$ cat src/rtl/scratchpad_bd_pkg.sv
`default_nettype none
// ============================================================================
// Module   : scratchpad_bd_pkg
// Purpose  : Shared types for the scratchpad backdoor responder: FSM state
//            encoding, word size and the held backdoor request.
// Revision : 1.0 - initial release
// ============================================================================
package scratchpad_bd_pkg;

    localparam int WORD_BYTES  = 8;
    // Held addresses are zero-extended to this width so the struct does not
    // depend on the instantiating module's ADDR_W.
    localparam int BD_ADDR_MAX = 64;

    typedef enum logic [1:0] {
        IDLE  = 2'd0,
        PEND  = 2'd1,
        RDATA = 2'd2,
        RSP   = 2'd3
    } bd_state_t;

    typedef struct packed {
        logic                   write;
        logic [BD_ADDR_MAX-1:0] addr;
        logic [63:0]            wdata;
        logic [7:0]             mask;
    } bd_req_t;

endpackage
`default_nettype wire

$ cat src/rtl/scratchpad_bd_starve_ctr.sv
`default_nettype none
// ============================================================================
// Module   : scratchpad_bd_starve_ctr
// Purpose  : Counts consecutive blocked backdoor cycles and raises starve
//            once the count reaches the programmed limit.
// Revision : 1.0 - initial release
// ============================================================================
module scratchpad_bd_starve_ctr (
    input  logic       clk,
    input  logic       rst,
    input  logic       inc,
    input  logic       clr,
    input  logic [7:0] limit,
    output logic       starve
);

    logic [7:0] count;

    // Count blocked cycles, holding at the limit; a grant clears it.
    always_ff @(posedge clk) begin
        if (rst) begin
            count <= 8'd0;
        end else if (clr) begin
            count <= 8'd0;
        end else if (inc && (count != limit)) begin
            count <= count + 8'd1;
        end
    end

    assign starve = (count == limit);

endmodule
`default_nettype wire

$ cat src/rtl/scratchpad_backdoor_responder.sv
`default_nettype none
// ============================================================================
// Module   : scratchpad_backdoor_responder
// Purpose  : Request/response backdoor port into the scratchpad SRAM,
//            arbitrated against functional traffic with starvation escape.
// Options  : SCRATCHPAD_BD_STATS_EN adds saturating access/preempt counters.
// Revision : 1.0 - initial release
// ============================================================================
module scratchpad_backdoor_responder
    import scratchpad_bd_pkg::*;
#(
    parameter int ADDR_W       = 32,
    parameter int DEPTH        = 16384,
    parameter int IDX_W        = $clog2(DEPTH),
    parameter int STARVE_LIMIT = 16
) (
    input  logic              clk,
    input  logic              rst,
    input  logic              bd_req_valid,
    output logic              bd_req_ready,
    input  logic              bd_req_write,
    input  logic [ADDR_W-1:0] bd_req_addr,
    input  logic [63:0]       bd_req_wdata,
    input  logic [7:0]        bd_req_mask,
    output logic              bd_rsp_valid,
    input  logic              bd_rsp_ready,
    output logic [63:0]       bd_rsp_rdata,
    output logic              bd_rsp_err,
    input  logic              fn_req_valid,
    output logic              fn_req_ready,
    input  logic              fn_req_write,
    input  logic [ADDR_W-1:0] fn_req_addr,
    input  logic [63:0]       fn_req_wdata,
    input  logic [7:0]        fn_req_mask,
    output logic [63:0]       fn_rdata,
    output logic              mem_req,
    output logic              mem_we,
    output logic [IDX_W-1:0]  mem_addr,
    output logic [63:0]       mem_wdata,
    output logic [7:0]        mem_be,
    input  logic [63:0]       mem_rdata
`ifdef SCRATCHPAD_BD_STATS_EN
    ,
    output logic [31:0]       bd_wr_count,
    output logic [31:0]       bd_rd_count,
    output logic [31:0]       bd_preempt_count
`endif
);

    localparam int               OFF_W     = $clog2(WORD_BYTES);
    localparam logic [IDX_W:0]   DEPTH_EXT = (IDX_W+1)'(DEPTH);

    bd_state_t        state_q, state_d;
    bd_req_t          hold;
    logic [IDX_W-1:0] hold_idx;
    logic             in_range;
    logic             starve;
    logic             bd_grant;
    logic             fn_grant;
    logic             blocked;
    logic [63:0]      rsp_rdata_q;
    logic             rsp_err_q;
    logic             unused_bits;

    assign hold_idx = hold.addr[IDX_W+OFF_W-1:OFF_W];
    // Any address bit above the index field, or an index past DEPTH, is an error.
    assign in_range = ((hold.addr >> (IDX_W + OFF_W)) == '0) &&
                      ({1'b0, hold_idx} < DEPTH_EXT);

    assign fn_req_ready = !((state_q == PEND) && starve);
    assign bd_grant     = (state_q == PEND) && in_range && (!fn_req_valid || starve);
    assign fn_grant     = fn_req_valid && fn_req_ready && !bd_grant;
    assign blocked      = (state_q == PEND) && in_range && fn_req_valid && !starve;

    assign bd_req_ready = (state_q == IDLE) && !rst;
    assign bd_rsp_valid = (state_q == RSP);
    assign bd_rsp_rdata = rsp_rdata_q;
    assign bd_rsp_err   = rsp_err_q;
    assign fn_rdata     = mem_rdata;

    assign unused_bits  = ^{hold.addr[OFF_W-1:0], fn_req_addr[OFF_W-1:0],
                            fn_req_addr[ADDR_W-1:IDX_W+OFF_W]};

    scratchpad_bd_starve_ctr u_starve (
        .clk    (clk),
        .rst    (rst),
        .inc    (blocked),
        .clr    (bd_grant),
        .limit  (8'(STARVE_LIMIT)),
        .starve (starve)
    );

    // State register.
    always_ff @(posedge clk) begin
        if (rst) begin
            state_q <= IDLE;
        end else begin
            state_q <= state_d;
        end
    end

    // Next-state logic.
    always_comb begin
        state_d = state_q;
        case (state_q)
            IDLE:    if (bd_req_valid) state_d = PEND;
            PEND: begin
                if (!in_range) begin
                    state_d = RSP;
                end else if (bd_grant) begin
                    state_d = hold.write ? RSP : RDATA;
                end
            end
            RDATA:   state_d = RSP;
            RSP:     if (bd_rsp_ready) state_d = IDLE;
            default: state_d = IDLE;
        endcase
    end

    // Hold register and response payload.
    always_ff @(posedge clk) begin
        if (rst) begin
            hold        <= '0;
            rsp_rdata_q <= 64'd0;
            rsp_err_q   <= 1'b0;
        end else begin
            if ((state_q == IDLE) && bd_req_valid) begin
                hold.write  <= bd_req_write;
                hold.addr   <= BD_ADDR_MAX'(bd_req_addr);
                hold.wdata  <= bd_req_wdata;
                hold.mask   <= bd_req_mask;
                rsp_rdata_q <= 64'd0;
                rsp_err_q   <= 1'b0;
            end
            if ((state_q == PEND) && !in_range) begin
                rsp_err_q <= 1'b1;
            end
            // Only the backdoor's own read cycle is captured; later
            // functional reads on mem_rdata are ignored here.
            if (state_q == RDATA) begin
                rsp_rdata_q <= mem_rdata;
            end
        end
    end

    // SRAM port mux: backdoor when granted, otherwise functional pass-through.
    always_comb begin
        mem_req   = !rst && (bd_grant || fn_grant);
        mem_we    = 1'b0;
        mem_addr  = fn_req_addr[IDX_W+OFF_W-1:OFF_W];
        mem_wdata = fn_req_wdata;
        mem_be    = fn_req_mask;
        if (bd_grant) begin
            mem_addr  = hold_idx;
            mem_wdata = hold.wdata;
            mem_be    = hold.mask;
            mem_we    = mem_req && hold.write;
        end else begin
            mem_we    = mem_req && fn_req_write;
        end
    end

`ifdef SCRATCHPAD_BD_STATS_EN
    // Saturating backdoor access and starvation-preempt counters.
    always_ff @(posedge clk) begin
        if (rst) begin
            bd_wr_count      <= 32'd0;
            bd_rd_count      <= 32'd0;
            bd_preempt_count <= 32'd0;
        end else if (bd_grant) begin
            if (hold.write && (bd_wr_count != 32'hFFFF_FFFF)) begin
                bd_wr_count <= bd_wr_count + 32'd1;
            end
            if (!hold.write && (bd_rd_count != 32'hFFFF_FFFF)) begin
                bd_rd_count <= bd_rd_count + 32'd1;
            end
            if (starve && (bd_preempt_count != 32'hFFFF_FFFF)) begin
                bd_preempt_count <= bd_preempt_count + 32'd1;
            end
        end
    end
`endif

endmodule
`default_nettype wire
$ cat config.mk
export PLATFORM = sky130hd
export DESIGN_NAME = scratchpad_backdoor_responder
export DESIGN_NICKNAME = d
export VERILOG_FILES = /design/src/rtl/scratchpad_bd_pkg.sv /design/src/rtl/scratchpad_bd_starve_ctr.sv /design/src/rtl/scratchpad_backdoor_responder.sv
export SDC_FILE = /design/constraint.sdc
export NUM_CORES = 1
export LEC_CHECK = 0
export ABC_AREA = 1
export BUFFER_PORTS_ARGS = -buffer_cell sky130_fd_sc_hd__buf_2
export CORE_AREA = 2 2 194 196
export CTS_CLUSTER_DIAMETER = 200
export DETAILED_ROUTE_END_ITERATION = 10
export DIE_AREA = 0 0 196 198
export PLACE_DENSITY_LB_ADDON = 0.3
export SETUP_SLACK_MARGIN = 0.1
export SLEW_MARGIN = 20
export SYNTH_ARGS = -nofsm -noshare
export SYNTH_HDL_FRONTEND = slang
export SYNTH_SLANG_ARGS = --single-unit
$ cat constraint.sdc
create_clock -name clk -period 2.91 [get_ports clk]
set_input_delay 0.873 -clock clk [delete_from_list [all_inputs] [get_ports clk]]
set_output_delay 0.873 -clock clk [all_outputs]
set_load 0.05 [all_outputs]
==> impl_results.md <==
- Nets: roughly 1900
- Synth-to-layout area growth: 61.3%
- HPWL Detailed: between 20 and 25 mm
- GRT Total Usage: 15.9%
- Mean Syn Cell Area: ~6.8 sq um
- Avg Vias per Cell: ~4.4
- Status: finished, violations left
- Clk network pwr share: about a quarter
- Synth top area share: between 40% and 50%
- Post-synth cell types: 24
- CP Launch Type: flip-flop
- Crit path required time: 2.04 ns
- Crit. End Element: output port
- Final min period: 2.99 ns
- Final Max Slew Viols: 0
- Die width: between 150 and 200 um
- RSZ-0062 raised after global routing: true
- # Max-Cap Violations: 0
- Worst path cell trace: inv_2, ha_4, nand2_4, nor2_4, nor2_4, nor2_4, buf_12, inv_16, buf_12, buf_12, nand2_2, nand2_2, buf_8
- Max Freq: ~0.33 GHz
- Worst Hold Endpoint: u_starve.count[4]
- Sequential Area: 3550 sq um
- Pwr Density: 747 nW/um^2
- Clock sinks: between 150 and 200
- Internal power: 5.64 mW
- Setup violators final: 73
- Core area: around 37000 sq um
- Io pins: 499
- Synth async-reset ratio: 0%
- Netlist Area Pre-Place: slightly above 8000 sq um
- Final Hold Fails: 0
- Cell taking the most area after synthesis: dfxtp_1
- Synth top cells by count: nand2_1 (355), nor2_1 (221), dfxtp_1 (177)
- Antenna violations before repair: 3
- Combinational Power Share: approximately two fifths
- Cts bufs inserted: 17
- Synth area leaders: dfxtp_1 (44%), nand2_1 (17%), nor2_1 (10%)
- Gr ovfl total: 0
- CP arrival: between 2 and 2.5 ns
- Clock Skews: between 0.009 and 0.01 ns
- Total wire length: roughly 32 mm
- Max incr delay on CP: about 0.33 ns
- Filler cells: 3903
- Ys flop type: dfxtp_1
- Hold_sp: u_starve.count[4]
- CTS hold repair buffers: 0
- Worst reg2reg setup slack: 0.91 ns
- # placed instances: a little over 2000
- GPL Wtd Cong: 0.786
- Final worst path period share: 103%
- Mean routed wirelength per cell: between 15 and 20 um
- Fin util: between 30% and 40%
- Sw frac: between 40% and 50%
- Seq pwr share: about a third
- Failing checks: negative setup slack
- Area occupied by multi-input gates: around 4300 sq um
- Top cell family by delay on the critical path: buffers and inverters
- Worst slew pin tran: 0.971 ns
- Max clock buf depth: 2
- Critical Path Fanout Max: 8
- Vias: approximately 9100
- R2R cell count: 7
- FF+latch count, synth: approximately 180
- Drt pass-1 iters: 4
- Root buf cell: clkbuf_16
- Post-Synthesis Net Count: ~1500
- Iteration-0 DRC Markers: 266
- H-tree levels: 4
- Row cnt: 71
- CP Depth: 13
- Mapped Cells: ~1200
- EDFF count, synth: 0
- Seq/Total Area, Yosys: 43.9%
- Slew margin rel.: a little over a third
- Port Buffers: 477
- Vias in the first global route: approximately 8700
- Pre-CTS setup slack: -0.117 ns
- NetSw: slightly above 4 mW
- Reg-to-Reg End: hold[93]
- Final WS setup: -0.0836 ns
- Die height: 198 um
- Residual DRC count: 0
- Hold depth: 2
- Post-route ant nets: 0
- Cell with the most instances after synthesis: nand2_1
- Largest net degree at the start of global routing: between 100 and 150
- Hold Crit Class: reg -> reg
- WP buf/inv: 6
- CP max stage cell: dfxtp_2
- Initial Util: about 22%
- Die Area: between 30000 and 40000 sq um
- Worst r2r src: state_q[0]
- Leakage: about 6 nW
- Ys Warns: 0
- Fin Setup TNS: -3.82 ns
- Worst vdd ir: 0.000395 V
- Share of post-route cells with drive strength above 1: 44.4%
- First-pass GRT wire length: between 40 and 50 mm
- Setup Crit Path Kind: reg -> out
- Min Hold Slack: about 0.48 ns
- CTS tree: done
- Fin cells: around 2100
- CTS clk-pin slew, worst paths: approximately 0.070 ns
- Worst-Skew Late Latency: between 0.4 and 0.5 ns
## power groups by stage
stage | Sequential [mW] | Clock, mW | Combinational (mW)
6_report | 3.33 | 2.45 | 3.94
5_1_grt | 3.41 | 2.64 | 4.33
4_1_cts | 3.31 | 2.55 | 3.90
3_5_place_dp | 3.35 | 0 | 3.59
3_3_place_gp | 3.33 | 0 | 3.56
2_1_floorplan | 3.79 | 0 | 2.12
## kinds of logic (layout without fill, tap and decap cells)
family | after synthesis | count (layout) | share of synthesized area [%]
compound gates | 184 | 184 | 11.5
xor+xnor | 2 | 2 | 0.217
fa+ha+maj | 7 | 7 | 1.09
buf+inv | 164 | 582 | 11.2
flops | 177 | 177 | 43.9
other cells | 0 | 1 | 0
simple gates | 656 | 656 | 32.1
## cell type report
| class | instances | area share (%) |
|---|---|---|
| inverters | 21 | 0.741 |
| repair buffers | 529 | 30.0 |
| clock buffers | 20 | 3.51 |
| flip-flops and latches | 177 | 27.3 |
| multi-input cells | 849 | 32.7 |
| well taps | 474 | 4.56 |
| diodes | 1 | 0.0192 |
| clock inverters | 12 | 1.17 |
## layer usage
layer | GRT usage (%) | wire (um) | part of all wire [%]
met1 | 18.9 | 13700 | 42
met2 | 26.9 | 15300 | 47
met3 | 5.50 | 2700 | 8.3
met4 | 5.02 | 617 | 1.9
met5 | 0 | 25 | 0.077
## cell usage in the layout (no fill, tap or decap), drive strengths merged, types with 2 or more instances in the layout
cell / n
dfxtp: 177
clkbuf: 23
nand3b: 2
a21oi: 76
clkinv: 5
nand3: 71
buf: 526
o21ai: 106
nor2: 226
inv: 24
nand2: 355
ha: 7
bufinv: 3
## sequential cells by signal (all words and copies together) (netlist names)
| name | count |
|---|---|
| hold | 102 |
| bd_rsp_rdata | 64 |
| bd_rsp_err | 1 |
| u_starve.count | 8 |
| state_q | 2 |
## through the flow
stage / area (sq um) / power [mW]
2_1_floorplan: 8070 / 5.92
3_3_place_gp: 10500 / 6.89
3_5_place_dp: 10500 / 6.94
4_1_cts: 12500 / 9.75
5_1_grt: 13000 / 10.4
6_report: 13000 / 9.72
## worst max path at each step
| stage | from | to | slack (ns) |
|---|---|---|---|
| finish | u_starve.count[1] | mem_addr[8] | -0.08 |
| global route | u_starve.count[1] | mem_be[6] | -0.22 |
| CTS | hold[90] | mem_we | -0.18 |
| detailed placement | fn_req_valid | mem_be[3] | -0.12 |
| global placement | fn_req_valid | mem_wdata[2] | -0.11 |
| floorplan | fn_req_valid | mem_we | 0.12 |
## what timing repair did
action,CTS,global route
endpoints found under the hold margin,0,0
pin swaps,30,33
buffers inserted,12,5
resized for setup,319,120
cloned,10,3
setup endpoints to repair,88,88
## tightest hold or removal path, delay by kind of cell (launching register included)
family                 cells  cell delay [ns]
flip-flops                 1             0.33
AO/OA/AOI/OAI              1             0.06
buffers and inverters      1             0.05
No activity file was read; power rests on OpenSTA's default activity.
